### src/rtl/lcd_cmd_sched.sv
// Command scheduler for the LCD image controller: buffers host commands in a FIFO and
// issues them one per slot once the controller is idle, tracking write-out to completion.
module lcd_cmd_sched #(
   parameter int unsigned FIFO_DEPTH = 8,
   parameter int unsigned AW         = 3,
   parameter int unsigned GAP        = 2,
   parameter int unsigned TIMEOUT    = 255
) (
   input  logic          clk_i,
   input  logic          reset_ni,
   input  logic [2:0]    host_cmd_i,
   input  logic          host_valid_i,
   output logic          host_ready_o,
   input  logic          lcd_busy_i,
   input  logic          lcd_done_i,
   output logic [2:0]    cmd_o,
   output logic          cmd_valid_o,
   output logic [AW:0]   pending_o,
   output logic          finished_o,
   output logic          err_timeout_o
);

   localparam int unsigned GW = (GAP > 1) ? $clog2(GAP) : 1;

   typedef enum logic [2:0] {
      S_LOAD,
      S_READY,
      S_HOLD,
      S_WAIT_WR,
      S_DONE,
      S_ERROR
   } state_t;

   state_t        state_q, state_d;
   logic [AW:0]   wr_ptr_q, wr_ptr_d;
   logic [AW:0]   rd_ptr_q, rd_ptr_d;
   logic          full_q, full_d;
   logic          empty_q, empty_d;
   logic [GW-1:0] gap_q, gap_d;
   logic [7:0]    timer_q, timer_d;
   logic          wr_seen_q, wr_seen_d;
   logic          last_wr_q, last_wr_d;
   logic [2:0]    cmd_q, cmd_d;
   logic          cmd_valid_q, cmd_valid_d;
   logic          finished_q, finished_d;
   logic          err_q, err_d;
   logic [2:0]    mem_q [FIFO_DEPTH];
   logic          push, pop;
   logic [2:0]    head;

   assign head = mem_q[rd_ptr_q[AW-1:0]];

   always_comb begin
      state_d     = state_q;
      wr_ptr_d    = wr_ptr_q;
      rd_ptr_d    = rd_ptr_q;
      gap_d       = gap_q;
      timer_d     = timer_q;
      wr_seen_d   = wr_seen_q;
      last_wr_d   = last_wr_q;
      cmd_d       = cmd_q;
      cmd_valid_d = 1'b0;
      finished_d  = finished_q;
      err_d       = err_q;
      pop         = 1'b0;

      host_ready_o = !full_q && !wr_seen_q && (state_q != S_DONE) && (state_q != S_ERROR);
      push         = host_valid_i && host_ready_o;
      if (push) begin
         wr_ptr_d = wr_ptr_q + 1'b1;
         if (host_cmd_i == 3'd0) wr_seen_d = 1'b1;
      end

      unique case (state_q)
         S_LOAD: begin
            if (!lcd_busy_i) begin
               state_d = S_READY;
               timer_d = '0;
            end else if (timer_q == 8'(TIMEOUT)) begin
               state_d = S_ERROR;
               err_d   = 1'b1;
            end else begin
               timer_d = timer_q + 1'b1;
            end
         end
         S_READY: begin
            if (!empty_q && !lcd_busy_i) begin
               pop         = 1'b1;
               cmd_d       = head;
               cmd_valid_d = 1'b1;
               last_wr_d   = (head == 3'd0);
               gap_d       = '0;
               state_d     = S_HOLD;
            end
         end
         S_HOLD: begin
            if (gap_q == GW'(GAP - 1)) begin
               state_d = last_wr_q ? S_WAIT_WR : S_READY;
            end else begin
               gap_d = gap_q + 1'b1;
            end
         end
         S_WAIT_WR: begin
            // Completion wins over timeout when both land in the same cycle.
            if (lcd_done_i) begin
               state_d    = S_DONE;
               finished_d = 1'b1;
            end else if (timer_q == 8'(TIMEOUT)) begin
               state_d = S_ERROR;
               err_d   = 1'b1;
            end else begin
               timer_d = timer_q + 1'b1;
            end
         end
         S_DONE:  ;
         S_ERROR: ;
         default: state_d = S_ERROR;
      endcase

      if (pop) rd_ptr_d = rd_ptr_q + 1'b1;

      full_d  = (wr_ptr_d[AW] != rd_ptr_d[AW]) && (wr_ptr_d[AW-1:0] == rd_ptr_d[AW-1:0]);
      empty_d = (wr_ptr_d == rd_ptr_d);
   end

   always_ff @(posedge clk_i or negedge reset_ni) begin
      if (!reset_ni) begin
         state_q     <= S_LOAD;
         wr_ptr_q    <= '0;
         rd_ptr_q    <= '0;
         full_q      <= 1'b0;
         empty_q     <= 1'b1;
         gap_q       <= '0;
         timer_q     <= '0;
         wr_seen_q   <= 1'b0;
         last_wr_q   <= 1'b0;
         cmd_q       <= '0;
         cmd_valid_q <= 1'b0;
         finished_q  <= 1'b0;
         err_q       <= 1'b0;
      end else begin
         state_q     <= state_d;
         wr_ptr_q    <= wr_ptr_d;
         rd_ptr_q    <= rd_ptr_d;
         full_q      <= full_d;
         empty_q     <= empty_d;
         gap_q       <= gap_d;
         timer_q     <= timer_d;
         wr_seen_q   <= wr_seen_d;
         last_wr_q   <= last_wr_d;
         cmd_q       <= cmd_d;
         cmd_valid_q <= cmd_valid_d;
         finished_q  <= finished_d;
         err_q       <= err_d;
      end
   end

   // Storage needs no reset: entries are only read between the pointers.
   always_ff @(posedge clk_i) begin
      if (push) mem_q[wr_ptr_q[AW-1:0]] <= host_cmd_i;
   end

   assign cmd_o         = cmd_q;
   assign cmd_valid_o   = cmd_valid_q;
   assign pending_o     = wr_ptr_q - rd_ptr_q;
   assign finished_o    = finished_q;
   assign err_timeout_o = err_q;

endmodule

### config.mk
export PLATFORM = sky130hd
export DESIGN_NAME = lcd_cmd_sched
export DESIGN_NICKNAME = d
export VERILOG_FILES = /design/src/rtl/lcd_cmd_sched.sv
export SDC_FILE = /design/constraint.sdc
export NUM_CORES = 1
export LEC_CHECK = 0
export BUFFER_PORTS_ARGS = -buffer_cell sky130_fd_sc_hd__buf_4
export CORE_MARGIN = 2
export CORE_UTILIZATION = 64
export CTS_CLUSTER_SIZE = 28
export DETAILED_ROUTE_END_ITERATION = 16
export PLACE_DENSITY = 0.84
export SYNTH_ARGS = -nofsm -noshare
export SYNTH_HDL_FRONTEND = slang
export SYNTH_SLANG_ARGS = --single-unit
export TNS_END_PERCENT = 1
### constraint.sdc
create_clock -name clk_i -period 4.3 [get_ports clk_i]
set_clock_uncertainty 0.1 [all_clocks]
set_input_delay 0.43 -clock clk_i [delete_from_list [all_inputs] [get_ports clk_i]]
set_output_delay 0.43 -clock clk_i [all_outputs]
set_load 0.1 [all_outputs]
### Word-level counts from Yosys, hierarchy flattened

Memories as Yosys holds them, arrays and structs flattened.
Cells that the tools add are included.

| storage, ports and cells | value |
|---|---|
| bits in registers | 30 |
| latch bits | 0 |
| memory bits (writable) | 24 |
| ROM bits | 0 |
| input port bits | 8 |
| output and inout port bits | 11 |
| word-level logic and storage cells | 82 |
| memories kept | 1 |

Memories:

| memory | depth | width | rd ports | clocked after memory_dff | write ports | line | text |
|---|---|---|---|---|---|---|---|
| mem_q | 8 | 3 | 1 | 0 | 1 | 47 | `logic [2:0] mem_q [FIFO_DEPTH];` |

| operators by class | value |
|---|---|
| $add $sub $neg | 5 |
| multiply operators | 0 |
| divide/modulo/power cells | 0 |
| magnitude comparators | 0 |
| equality and inequality tests | 15 |
| shift-type cells | 0 |
| muxes and demuxes | 24 |
| bitwise operators | 1 |
| reductions and logical operators | 23 |

Operators with widths:

| kind | number |
|---|---|
| $mux 8 | 3 |
| $pmux 8 s2 | 1 |
| $mux 3 | 5 |
| $pmux 3 s5 | 1 |
| $reduce_and 2->1 | 5 |
| $logic_not 3->1 | 3 |
| $mux 1 | 9 |
| $add 4x1->4 const B | 2 |
| $add 8x1->8 const B | 1 |
| $eq 8x8->1 const B | 1 |
| $mux 4 | 2 |
| $ne 2x2->1 const B | 4 |
| $eq 3x2->1 const B | 2 |
| $eq 3x3->1 const B | 2 |
| $logic_and 1x1->1 | 6 |
| $ne 3x3->1 const B | 2 |
| $reduce_and 3->1 | 2 |
| $eq 4x4->1 | 1 |
| $logic_not 1->1 | 4 |
| $pmux 1 s2 | 2 |
| $reduce_bool 2->1 | 2 |
| $sub 4x4->4 | 1 |
| $eq 3x1->1 const B | 1 |
| $eq 3x3->1 | 1 |
| other kinds (5) | 5 |

### Logic depth before layout (Yosys ltp)

| logic depth | value |
|---|---|
| depth after elaboration | 8 |
| depth in mapped cells | 6 |
| depth with buffers taken out | 6 |

### Worst setup path after synthesis

Ideal clock, no wire load.

| path | value |
|---|---|
| kind | reg2out |
| from | reg wr_ptr_q[0] |
| to | out pending_o[2] |
| arrival | 2.658 ns |
| required time | 3.770 ns |
| slack | 1.112 ns |
| stages on the path, launching flop included | 5 |
| path buffers | 0 |
| cell sequence | dfrtp_1 inv_1 ha_1 fa_1 xnor2_1 |

| on the way | value |
|---|---|
| cells in the longest elaborated chain, start to end | 1 |

Ends and longest elaborated chain:

| what | line | text |
|---|---|---|
| start, declared | 35 | `logic [AW:0] wr_ptr_q, wr_ptr_d;` |
| start signal, assigned | 143 | `wr_ptr_q <= wr_ptr_d;` |
| $sub 4x4->4 | 165 | `assign pending_o = wr_ptr_q - rd_ptr_q;` |
| end, declared | 18 | `output logic [AW:0] pending_o,` |

No other way between the ends.

### Worst setup path in the final report

| path | value |
|---|---|
| from | reg rd_ptr_q[0] |
| to | out pending_o[3] |

| on the way | value |
|---|---|
| cells in the longest elaborated chain, start to end | 1 |

Ends and longest elaborated chain:

| what | line | text |
|---|---|---|
| start, declared | 36 | `logic [AW:0] rd_ptr_q, rd_ptr_d;` |
| start signal, assigned | 144 | `rd_ptr_q <= rd_ptr_d;` |
| $sub 4x4->4 | 165 |  |

No other way between the ends.

==> impl_results.md <==
* Starting Density at 67.9%
* Post-synth ARST share at 55.6%
* Antenna violations before repair at 0
* Hold Crit Class: in -> reg
* Largest area contributor in the netlist: dfrtp_1
* Placed Cells at 265
* Number of global-route vias before repair at 1657
* DRT Pass-1 Iters at 4
* Final ANT Viol Nets at 0
* I/O pins at 19
* All-Layer GR Usage at 25.6%
* Post-synth EDFFs at 24
* Max IR drop VDD at 0.282 mV
* Setup_tns at 0 ns
* Estimated wirelength of the detail-placed design at between 3000 and 4000 µm
* CTS clk-pin slew, worst paths at 0.10 ns
* Die width at 67.0 µm
* Share of the synthesized area in the top cell type at 28.5%
* Worst Setup End Kind: output port
* Post-synthesis register bit count at 54
* Type of origin of the critical path: flip-flop
* Nets at 240
* Worst endpoint required time at 3.77 ns
* CTS Buf Count at 5
* Post-synthesis sequential area ratio at about 58%
* RSZ-0062 raised after global routing: false
* Slew margin rel. at 36.5%
* Final Slew Violations at 0
* Status: finished, final reports clean
* Synth Cell Area at about 2500 µm²
* Synth cell types at 42
* CTS Hold Bufs at 1
* Cells after synthesis at around 200
* Slew @ Worst Pin at 0.945 ns
* Fillers at 240
* Average size of a mapped cell at 12.5 µm²
* DR vias/cell at between 6 and 7
* Area contributors post-synth: dfrtp_1 29%, edfxtp_1 28%, mux4_2 5.3%, xor2_1 3.4%, ha_1 3.0%
* Final Hold Fails at 0
* CTS H-Tree Depth at 2
* Final worst-path cycle share at between 60% and 70%
* Clk buf depth at 2
* Crit path kind: reg -> out
* Non-Filler Instances at ~270
* Port buffer count at 18
* Final hold slack at approximately 0.27 ns
* Die area at around 4500 µm²
* Max_cap viols at 0
* Lkg Pwr at 1.18 nW
* TritonCTS clock tree: done
* Pwr Density at 373 nW/µm²
* Ant diodes at 0
* Num rows at 22
* CTS-repair resized insts at 0
* Setup Fix Bufs, Post-CTS at 0
* Die height at 67.0 µm
* Worst-path maximum fanout at 10
* Share of cells above drive strength 1 at 18.1%
* Clock latency on the worst-skew pair at 0.32 ns
* Synthesized Nets at between 200 and 250
* Worst Path Arrival at approximately 2.1 ns
* Drc violations at 0
* P&R area growth vs syn at 10.9%
* Ys flop type: dfrtp_1
* CTS Sinks at 54
* Drt wl/cell at 17.8 µm
* Minimum clock period at between 2 and 3 ns
* DR iter-0 viols at approximately 110
* Routability Congestion at 0.910
* Clock Tree Root: clkbuf_8
* Grt ovf at 0
* Via count at between 1500 and 2000
* Core Box Area at between 3000 and 4000 µm²
* Largest net degree at the start of global routing at 31
* Highest clock rate at 0.375 GHz
* Synth Warn # at 0
* WL final at ~4900 µm
* # setup viols final at 0
* First-pass GRT wire length at 8160 µm
synth_stat cells (2+ instances only):
| cell type | count |
|---|---|
| dfrtp_1 | 29 |
| nand3b_1 | 2 |
| nor3_1 | 6 |
| mux2i_1 | 3 |
| clkbuf_1 | 4 |
| xnor2_1 | 8 |
| a21oi_1 | 11 |
| nand2b_1 | 4 |
| a21o_1 | 2 |
| and3_1 | 2 |
| nand2_1 | 16 |
| mux4_2 | 6 |
| edfxtp_1 | 24 |
| ha_1 | 6 |
| nand4_1 | 5 |
| inv_1 | 9 |
| mux2_2 | 2 |
| xor2_1 | 10 |
| nor2_1 | 18 |
| nand3_1 | 7 |
| o21ai_0 | 9 |
metal layers:
metal | track usage (%) | part of all wire [%] | wire length [µm] | vias to the layer above
li1 | - | - | - | 790
met1 | 35.7 | 45 | 2200 | 850
met2 | 38.7 | 49 | 2380 | 45
met3 | 5.07 | 4.2 | 207 | 10
met4 | 12.2 | 1.9 | 91 | 0
met5 | 0 | 0 | 0 | -
final timing paths:
check	from	to	slack, ns	depth (start not counted)
min in group asynchronous	reset_ni	rd_ptr_q[2]	0.47	2
worst min-delay path	host_cmd_i[2]	wr_seen_q	0.27	2
worst max register to register	state_q[2]	full_q	1.76	5
worst max-delay path	rd_ptr_q[0]	pending_o[3]	1.63	6
worst min register to register	err_timeout_o	err_timeout_o	0.37	1
max in group asynchronous	reset_ni	empty_q	3.29	2
area by class of cell:
cell class	instances	area (µm²)	area share, %
Sequential cell	54	1470	52.2
Multi-Input combinational cell	136	1010	36.0
Timing Repair Buffer	19	145	5.15
Clock buffer	5	68.8	2.44
Tap cell	48	60.1	2.13
Inverter	9	33.8	1.20
Clock inverter	3	25.0	0.888
cells by family (layout without fill, tap and decap cells):
group / count (synthesis) / count (layout) / share of synthesized area, %
xor gates and xnor gates: 19 / 19 / 7.09
DFF: 54 / 54 / 57.9
muxes: 11 / 11 / 7.38
AOI/OAI and AO/OA: 29 / 29 / 6.99
buffers and inverters: 14 / 36 / 2.21
and+or+nand+nor: 70 / 70 / 14.7
adders and majority gates: 7 / 7 / 3.74
worst max-delay path, cell delays in order (launching register included):
cell	delay, ns
dfrtp_1	0.69
ha_1	0.29
inv_1	0.05
a21o_1	0.17
a21oi_1	0.17
xnor2_1	0.14
buf_4	0.31
stage by stage:
stage	worst slack, ns	util (%)	cell area (µm²)	total power (W)
finish	1.63	75.3	2820	0.00105
global placement	1.92	72.5	2720	0.000755
detailed placement	1.79	72.5	2720	0.000768
global route	1.44	75.3	2820	0.00109
floorplan	1.11	-	2540	0.000721
CTS	1.60	75.3	2820	0.00105
cell usage in the layout, fill, tap and decap left out, types with 2 or more instances in the layout:
master    instances
mux2i_1           3
mux2_2            2
nand3_1           7
xor2_1           10
and3_1            2
clkbuf_8          5
nor2_1           18
nand3b_1          2
dfrtp_1          29
inv_1             9
nor3_1            6
a21oi_1          11
nand2_1          16
o21ai_0           9
mux4_2            6
edfxtp_1         24
xnor2_1           8
buf_4            18
nand2b_1          4
a21o_1            2
ha_1              6
nand4_1           5
registers in the layout, indices dropped and copies added, names as in the netlist:
signal / flops
timer_q: 8
gap_q: 1
cmd_o: 3
wr_seen_q: 1
mem_q: 24
state_q: 3
full_q: 1
last_wr_q: 1
empty_q: 1
cmd_valid_o: 1
finished_o: 1
wr_ptr_q: 4
err_timeout_o: 1
rd_ptr_q: 4
power breakdown:
part	switching, W	internal (W)
Sequential	0.0000461	0.000567
Clock	0.000173	0.000118
Combinational	0.0000982	0.0000494
Total	0.000317	0.000734
(Power assumes the default switching activity.)
